### config.mk
export PLATFORM = sky130hd
export DESIGN_NAME = ip_header_tx_flat
export DESIGN_NICKNAME = d
export VERILOG_FILES = /design/src/rtl/ip_header_tx_if.sv /design/src/rtl/ip_header_tx.sv /design/src/flat_wrapper.sv
export SDC_FILE = /design/constraint.sdc
export NUM_CORES = 1
export LEC_CHECK = 0
export ABC_AREA = 1
export CAP_MARGIN = 10
export CORE_MARGIN = 2
export CORE_UTILIZATION = 58
export DETAILED_ROUTE_END_ITERATION = 8
export PLACE_DENSITY = 0.78
export SETUP_SLACK_MARGIN = 0.5
export SLEW_MARGIN = 20
export SYNTH_ARGS = -nofsm -noshare
export SYNTH_HDL_FRONTEND = slang
export SYNTH_SLANG_ARGS = --single-unit
### constraint.sdc
create_clock -name aclk -period 7.6 [get_ports aclk]
set_clock_uncertainty 0.1 [all_clocks]
set_input_delay 1.52 -clock aclk [delete_from_list [all_inputs] [get_ports aclk]]
set_output_delay 1.52 -clock aclk [all_outputs]
set_load 0.05 [all_outputs]
### src/rtl/ip_header_tx_if.sv
// ----------------------------------------------------------------------------
// ip_header_tx_if
// Purpose : groups the request inputs and the byte-stream outputs of
//           ip_header_tx into one bundle.
// Signals : start          - one-cycle request to emit one IPv4 header
//           udp_len        - UDP length in bytes (UDP header plus payload)
//           ip_s_addr      - source IPv4 address
//           ip_d_addr      - destination IPv4 address
//           data_out       - header byte, MSB-first per field
//           data_valid     - data_out holds a valid byte
//           data_ready     - downstream accepts data_out this cycle
//           busy           - header generator is not idle
//           ip_header_done - one-cycle pulse after the last byte transfers
// Modports: slave  - the header generator
//           master - the requester / downstream sink
// ----------------------------------------------------------------------------
interface ip_header_tx_if;
    logic        start;
    logic [15:0] udp_len;
    logic [31:0] ip_s_addr;
    logic [31:0] ip_d_addr;
    logic [7:0]  data_out;
    logic        data_valid;
    logic        data_ready;
    logic        busy;
    logic        ip_header_done;

    modport slave (
        input  start, udp_len, ip_s_addr, ip_d_addr, data_ready,
        output data_out, data_valid, busy, ip_header_done
    );

    modport master (
        output start, udp_len, ip_s_addr, ip_d_addr, data_ready,
        input  data_out, data_valid, busy, ip_header_done
    );
endinterface

### src/rtl/ip_header_tx.sv
// ----------------------------------------------------------------------------
// ip_header_tx
// Purpose : builds a 20-byte IPv4 header (protocol UDP) and streams it out
//           one byte per accepted transfer. The header checksum is computed
//           serially: 10 cycles summing 16-bit words into a 20-bit
//           accumulator, then 2 end-around-carry folds.
// Params  : TTL     - time-to-live byte placed at header offset 8
//           ID_INIT - identification value after reset
// Ports   : aclk    - clock, rising edge
//           areset  - synchronous active-high reset
//           hdr     - ip_header_tx_if.slave (request inputs, byte stream out)
// ----------------------------------------------------------------------------
module ip_header_tx #(
    parameter logic [7:0]  TTL     = 8'hFF,
    parameter logic [15:0] ID_INIT = 16'h0000
) (
    input  logic          aclk,
    input  logic          areset,
    ip_header_tx_if.slave hdr
);

    typedef enum logic [1:0] {IDLE, CALC, FOLD, SEND} state_t;

    state_t      state_q;
    logic [4:0]  idx_q;        // CALC word index, FOLD step, SEND byte index
    logic [19:0] acc_q;
    logic [15:0] id_q;         // identification for the next header
    logic [15:0] hdr_id_q;     // identification of the header in progress
    logic [15:0] tot_len_q;
    logic [31:0] src_q;
    logic [31:0] dst_q;
    logic [7:0]  data_out_q;
    logic        data_valid_q;
    logic        busy_q;
    logic        done_q;

    logic [19:0] acc_add_d;
    logic [19:0] acc_fold_d;

    // Header word w (0..9) with the checksum word (5) taken as zero.
    function automatic logic [15:0] hdr_word(input logic [3:0] w);
        case (w)
            4'd0:    hdr_word = 16'h4500;
            4'd1:    hdr_word = tot_len_q;
            4'd2:    hdr_word = hdr_id_q;
            4'd4:    hdr_word = {TTL, 8'h11};
            4'd6:    hdr_word = src_q[31:16];
            4'd7:    hdr_word = src_q[15:0];
            4'd8:    hdr_word = dst_q[31:16];
            4'd9:    hdr_word = dst_q[15:0];
            default: hdr_word = 16'h0000;
        endcase
    endfunction

    // Header byte b (0..19); bytes 10/11 carry the folded, inverted sum.
    // Only valid in SEND, once acc_q holds its final folded value.
    function automatic logic [7:0] hdr_byte(input logic [4:0] b);
        logic [15:0] w;
        w = (b[4:1] == 4'd5) ? ~acc_q[15:0] : hdr_word(b[4:1]);
        hdr_byte = b[0] ? w[7:0] : w[15:8];
    endfunction

    assign acc_add_d  = acc_q + {4'h0, hdr_word(idx_q[3:0])};
    assign acc_fold_d = {4'h0, acc_q[15:0]} + {16'h0000, acc_q[19:16]};

    always_ff @(posedge aclk) begin
        if (areset) begin
            state_q      <= IDLE;
            idx_q        <= 5'd0;
            acc_q        <= 20'd0;
            id_q         <= ID_INIT;
            data_out_q   <= 8'h00;
            data_valid_q <= 1'b0;
            busy_q       <= 1'b0;
            done_q       <= 1'b0;
        end else begin
            done_q <= 1'b0;
            case (state_q)
                IDLE: begin
                    if (hdr.start) begin
                        // Snapshot everything the header depends on so later
                        // input changes cannot disturb it.
                        tot_len_q <= hdr.udp_len + 16'd20;
                        src_q     <= hdr.ip_s_addr;
                        dst_q     <= hdr.ip_d_addr;
                        hdr_id_q  <= id_q;
                        acc_q     <= 20'd0;
                        idx_q     <= 5'd0;
                        busy_q    <= 1'b1;
                        state_q   <= CALC;
                    end
                end
                CALC: begin
                    acc_q <= acc_add_d;
                    if (idx_q == 5'd9) begin
                        idx_q   <= 5'd0;
                        state_q <= FOLD;
                    end else begin
                        idx_q <= idx_q + 5'd1;
                    end
                end
                FOLD: begin
                    // Ten 16-bit words sum to at most 0x9FFF6, so two folds
                    // always leave the carry nibble at zero.
                    acc_q <= acc_fold_d;
                    if (idx_q == 5'd1) begin
                        idx_q        <= 5'd0;
                        state_q      <= SEND;
                        data_valid_q <= 1'b1;
                        data_out_q   <= hdr_byte(5'd0);
                    end else begin
                        idx_q <= idx_q + 5'd1;
                    end
                end
                SEND: begin
                    if (hdr.data_ready) begin
                        if (idx_q == 5'd19) begin
                            idx_q        <= 5'd0;
                            state_q      <= IDLE;
                            data_valid_q <= 1'b0;
                            data_out_q   <= 8'h00;
                            busy_q       <= 1'b0;
                            done_q       <= 1'b1;
                            id_q         <= id_q + 16'd1;
                        end else begin
                            idx_q      <= idx_q + 5'd1;
                            data_out_q <= hdr_byte(idx_q + 5'd1);
                        end
                    end
                end
                default: state_q <= IDLE;
            endcase
        end
    end

    assign hdr.data_out       = data_out_q;
    assign hdr.data_valid     = data_valid_q;
    assign hdr.busy           = busy_q;
    assign hdr.ip_header_done = done_q;

endmodule

### src/flat_wrapper.sv
// flat-port wrapper written by rule: the top's interface ports become plain ports
module ip_header_tx_flat 
#(
    parameter logic [7:0]  TTL     = 8'hFF,
    parameter logic [15:0] ID_INIT = 16'h0000
)
  (aclk, areset, hdr_start, hdr_udp_len, hdr_ip_s_addr, hdr_ip_d_addr, hdr_data_ready, hdr_data_out, hdr_data_valid, hdr_busy, hdr_ip_header_done);
  ip_header_tx_if hdr_i ();
  input  logic aclk;
  input  logic areset;
  input wire logic [$bits(hdr_i.start)-1:0] hdr_start;
  input wire logic [$bits(hdr_i.udp_len)-1:0] hdr_udp_len;
  input wire logic [$bits(hdr_i.ip_s_addr)-1:0] hdr_ip_s_addr;
  input wire logic [$bits(hdr_i.ip_d_addr)-1:0] hdr_ip_d_addr;
  input wire logic [$bits(hdr_i.data_ready)-1:0] hdr_data_ready;
  output wire logic [$bits(hdr_i.data_out)-1:0] hdr_data_out;
  output wire logic [$bits(hdr_i.data_valid)-1:0] hdr_data_valid;
  output wire logic [$bits(hdr_i.busy)-1:0] hdr_busy;
  output wire logic [$bits(hdr_i.ip_header_done)-1:0] hdr_ip_header_done;
  assign hdr_i.start = hdr_start;
  assign hdr_i.udp_len = hdr_udp_len;
  assign hdr_i.ip_s_addr = hdr_ip_s_addr;
  assign hdr_i.ip_d_addr = hdr_ip_d_addr;
  assign hdr_i.data_ready = hdr_data_ready;
  assign hdr_data_out = hdr_i.data_out;
  assign hdr_data_valid = hdr_i.data_valid;
  assign hdr_busy = hdr_i.busy;
  assign hdr_ip_header_done = hdr_i.ip_header_done;
  ip_header_tx #(.TTL(TTL), .ID_INIT(ID_INIT)) u_core (.aclk(aclk), .areset(areset), .hdr(hdr_i));
endmodule
Yosys cells after proc, flatten, opt, wreduce, memory -nomap -nowiden
Cells that the tools add are included.

$add $sub $neg: 5. Eq/ne operators: 26. Muxes and demuxes: 29. Bitwise gates (word level): 4. Reductions and logical operators: 15.

Operators with widths (number): one-hot mux 16 bit (8 select lines) (2); one-hot mux 20 bit (3 select lines) (1); 2-to-1 mux 8 bit (4); == test 4 x 3 -> 1 bit (second input constant) (7); 2-to-1 mux 5 bit (5); adder 20 x 16 -> 20 bit (1); 2-to-1 mux 20 bit (1); one-hot mux 5 bit (4 select lines) (1); adder 16 x 4 -> 17 bit (1); adder 16 x 1 -> 16 bit (second input constant) (1); adder 16 x 5 -> 16 bit (second input constant) (1); == test 4 bit (second input constant) (4); 2-to-1 mux 16 bit (1); inverter 16 bit (1); one-hot mux 8 bit (2 select lines) (1); 2-to-1 mux 2 bit (5); AND reduction 3 bit (3); == test 4 x 1 -> 1 bit (second input constant) (2); == test 4 x 2 -> 1 bit (second input constant) (2); logical NOT 4 bit (2); one-hot mux 2 bit (4 select lines) (1); AND reduction 4 bit (2); != test 2 x 1 -> 1 bit (second input constant) (3); adder 5 x 1 -> 5 bit (second input constant) (1); other kinds (15) (26).

Bits in registers: 150.

Depth between registers and ports, before layout
Depth after elaboration: 8. Mapped depth: 22. Gate-level depth less buffers: 20.

Least setup slack after synthesis
No wires, ideal clock.

Path type: input -> register. Start point: in areset. End point: reg u_core.dst_q[0] (enable). Arrival time: 5956 ps. Required time: 6948 ps. Path slack: 992 ps. Stages: 3. Cell sequence: clkbuf_1 clkbuf_1 nor2_1.

Word-level cells in the longest chain between the ends: 2.

RTL lines: start, declared (RTL line flat_wrapper.sv:10) `input logic areset;`; inverter 1 bit (no line); AND reduction 3 bit (no line); end signal, assigned (RTL line ip_header_tx.sv:85) `dst_q <= hdr.ip_d_addr;`; end, declared (RTL line ip_header_tx.sv:31) `logic [31:0] dst_q;`.

No other way between the ends. A chain may end at the register's enable or synchronous reset.

Final worst setup path
Start point: reg u_core.idx_q[0]. End point: reg u_core.acc_q[13].

Word-level cells in the longest chain between the ends: 4.

RTL lines: start, declared (RTL line ip_header_tx.sv:25) `logic [4:0] idx_q;`; start signal, assigned (RTL line ip_header_tx.sv:99) `idx_q <= idx_q + 5'd1;`; start signal, assigned (RTL line ip_header_tx.sv:112) `idx_q <= idx_q + 5'd1;`; start signal, assigned (RTL line ip_header_tx.sv:126) `idx_q <= idx_q + 5'd1;`; == test 4 bit, or another cell as far along (RTL line ip_header_tx.sv:42) `case (w)`; one-hot mux 16 bit (8 select lines) * (RTL line ip_header_tx.sv:42); adder 20 x 16 -> 20 bit * (RTL line ip_header_tx.sv:63) `assign acc_add_d = acc_q + {4'h0, hdr_word(idx_q[3:0])};`; one-hot mux 20 bit (3 select lines) * (RTL line ip_header_tx.sv:78) `case (state_q)`; end signal, assigned (RTL line ip_header_tx.sv:105) `acc_q <= acc_fold_d;`; end, declared (RTL line ip_header_tx.sv:26) `logic [19:0] acc_q;`.

Every way passes the cells marked *; elsewhere a longest branch is shown, timed or not.

==> summary.txt <==
status = completed
Comb power frac = 0.312
leakage = 0.00413 µW
most common cell in the synthesized netlist = nand2_1
Routed Wire Length = 27800 µm
pin count of the biggest net entering global routing = 81
Final Cycle Share = 0.657
Hold Path Stages = 2
hold slack = 0.370 ns
post-synthesis instance area = 0.00894 mm²
Net Switching = 1080 µW
Slew Viols, Final = 0
minimum clock period = 4.99 ns
Fin. Hold Viols = 0
Die Width = 128 µm
achievable frequency = 200 MHz
Iter 0 DRT Violations = 1186
root buf cell = clkbuf_16
Post-synth top cells = 293 x nand2_1, 113 x inv_1, 104 x nor2_1
Port Buffers = 94
Main synth FF type = edfxtp_1
via count = 8625
DP Wirelength = 20700 µm
Overflow after GRT = 0
Avg WL per Cell = 19.7 µm
Yosys warning total = 0
drt drc = 0
Design Power = 2750 µW
slew of the pin with the lowest slew margin = 1.05 ns
Yosys top cell area share = 0.323
clock slew at reported path FFs = 0.07 ns
die height = 128 µm
Crit. End Element = flop
Core ar. = 0.0151 mm²
Register Area = 0.00396 mm²
worst min path class = reg2reg
register share of total power = 0.378
syn avg cell area = 7.94 µm²
Crit Path Max Fanout = 21
first-pass GRT wire length = 43400 µm
leading area contributor after synthesis = edfxtp_1
Initial Util = 0.590
area occupied by multi-input gates = 0.00434 mm²
Die ar. = 0.0164 mm²
share of cells above drive strength 1 = 0.0677
post-synth cell types = 55
Clock Tree Buf Depth = 2
sequential cell area fraction in the yosys report = 0.444
ANT cells = 0
Placer Congestion = 1.00
relative slew slack = 0.293
Finish-stage setup viols = 0
drt via density = 6.10
clk sink count = 150
H-tree levels = 4
Post-CTS Resized = 0
synth top area cells = edfxtp_1 32%, nand2_1 12%, dfxtp_1 12%, nand3_1 5.0%, inv_1 4.7%
IO Count = 95
crit path DAT = 5.24 ns
required time worst endpoint = 7.85 ns
CTS Hold Bufs = 0
Int Pwr = 1680 µW
DRT Pass-1 Iters = 6
synthesis-to-finish area growth = 18.4%
setup TNS = 0 ns
Post-synth EDFFs = 96
Max rail drop VDD = 208 µV
# fillers = 1225
cell area power density = 260 mW/mm²
worst skew pair latency = 0.42 ns
Row Count = 45
antenna violations before repair = 0
GRT Util Overall = 0.349
CTS Buf Count = 17
Reg2Reg Depth = 17
Synth Instances = 1125
Synth Register Bits = 150
Post-DRT Antenna Nets = 0
vias in the first global route = 8057
Setup CP Type = reg2reg
MaxCap Viol Count = 0
CTS tree = yes
Clk pwr share = 0.311
Switching Fraction = 0.391
syn nets = 1242
Synth async-reset ratio = 0
startpoint types = flop
RSZ-0062 raised after global routing = no
fin nets = 1330
Post-CTS Setup Bufs = 0
==> power groups by stage <==
| stage | registers (µW) | clock network [µW] | logic (µW) |
|---|---|---|---|
| finish | 1040 | 856 | 858 |
| CTS | 1040 | 861 | 837 |
| detailed placement | 1050 | 0 | 832 |
| global route | 1050 | 898 | 930 |
| floorplan | 1060 | 0 | 547 |
| global placement | 1050 | 0 | 826 |
==> area by class of cell <==
class	instances	area share
multi-input combinational	822	0.410
sequential	150	0.375
timing repair buffer	100	0.0927
inverter	122	0.0434
clock buffer	17	0.0402
tap	188	0.0222
clock inverter	15	0.0167
==> critical path: stages (launching register included) <==
cell	delay, ns
dfxtp_1	0.52
inv_1	0.56
ha_1	0.24
inv_1	0.06
nor3_1	0.80
inv_1	0.43
o21ai_0	0.25
a221oi_1	0.07
nand4_1	0.15
ha_1	0.30
a21oi_1	0.27
a21boi_0	0.42
o21ai_0	0.20
nand2_1	0.09
nand2_1	0.05
o21ai_0	0.18
nand2_1	0.07
a21oi_1	0.13
==> per-layer routing <==
| layer | vias up | GRT usage | share of wire |
|---|---|---|---|
| li1 | 4029 | - | - |
| met1 | 3926 | 0.440 | 0.38 |
| met2 | 562 | 0.560 | 0.46 |
| met3 | 108 | 0.0743 | 0.098 |
| met4 | 0 | 0.200 | 0.059 |
| met5 | - | 0 | 0 |
==> sequential cells by signal, indices dropped and copies added, names as in the netlist, 5 cells and up <==
name	flops
u_core.src_q	32
u_core.tot_len_q	16
u_core.id_q	16
u_core.dst_q	32
u_core.idx_q	5
u_core.acc_q	20
u_core.hdr_id_q	16
u_core.hdr.data_out	8
==> per-stage QoR <==
stage,util,instance area (µm²),instances,setup slack [ns]
finish,0.699,10600,1414,2.61
floorplan,-,8940,1125,0.992
CTS,0.699,10600,1414,2.88
detailed placement,0.659,9980,1382,2.91
global placement,0.659,9980,1382,3.17
global route,0.699,10600,1414,2.26
==> placed cells by master, fill, tap and decap left out, drive strengths merged, types with 11 or more instances in the layout <==
cell type and instances:
ha 31, nor2 113, nand4 28, nand3 93, clkbuf 17, a221oi 15, edfxtp 96, dfxtp 54
o2111ai 11, o21ai 67, nand2 299, nor3 21, inv 128, clkdlybuf4s50 93, a21oi 78
==> worst paths after layout <==
| kind | end | startpoint | slack (ns) |
|---|---|---|---|
| worst min register to register | u_core.hdr.data_out[6] | u_core.hdr.data_out[6] | 0.37 |
| worst min-delay path | u_core.hdr.data_out[6] | u_core.hdr.data_out[6] | 0.37 |
| worst max register to register | u_core.acc_q[13] | u_core.idx_q[0] | 2.61 |
| worst max-delay path | u_core.acc_q[13] | u_core.idx_q[0] | 2.61 |
==> cell families after synthesis <==
group | after synthesis | share of synthesized area
AND/OR/NAND/NOR | 574 | 0.289
XOR/XNOR | 16 | 0.0157
adder cells (fa/ha/maj) | 33 | 0.0479
AO/OA/AOI/OAI | 199 | 0.132
flip-flops | 150 | 0.444
buffers and inverters | 153 | 0.0718
Power figures use the tool's default switching activity.
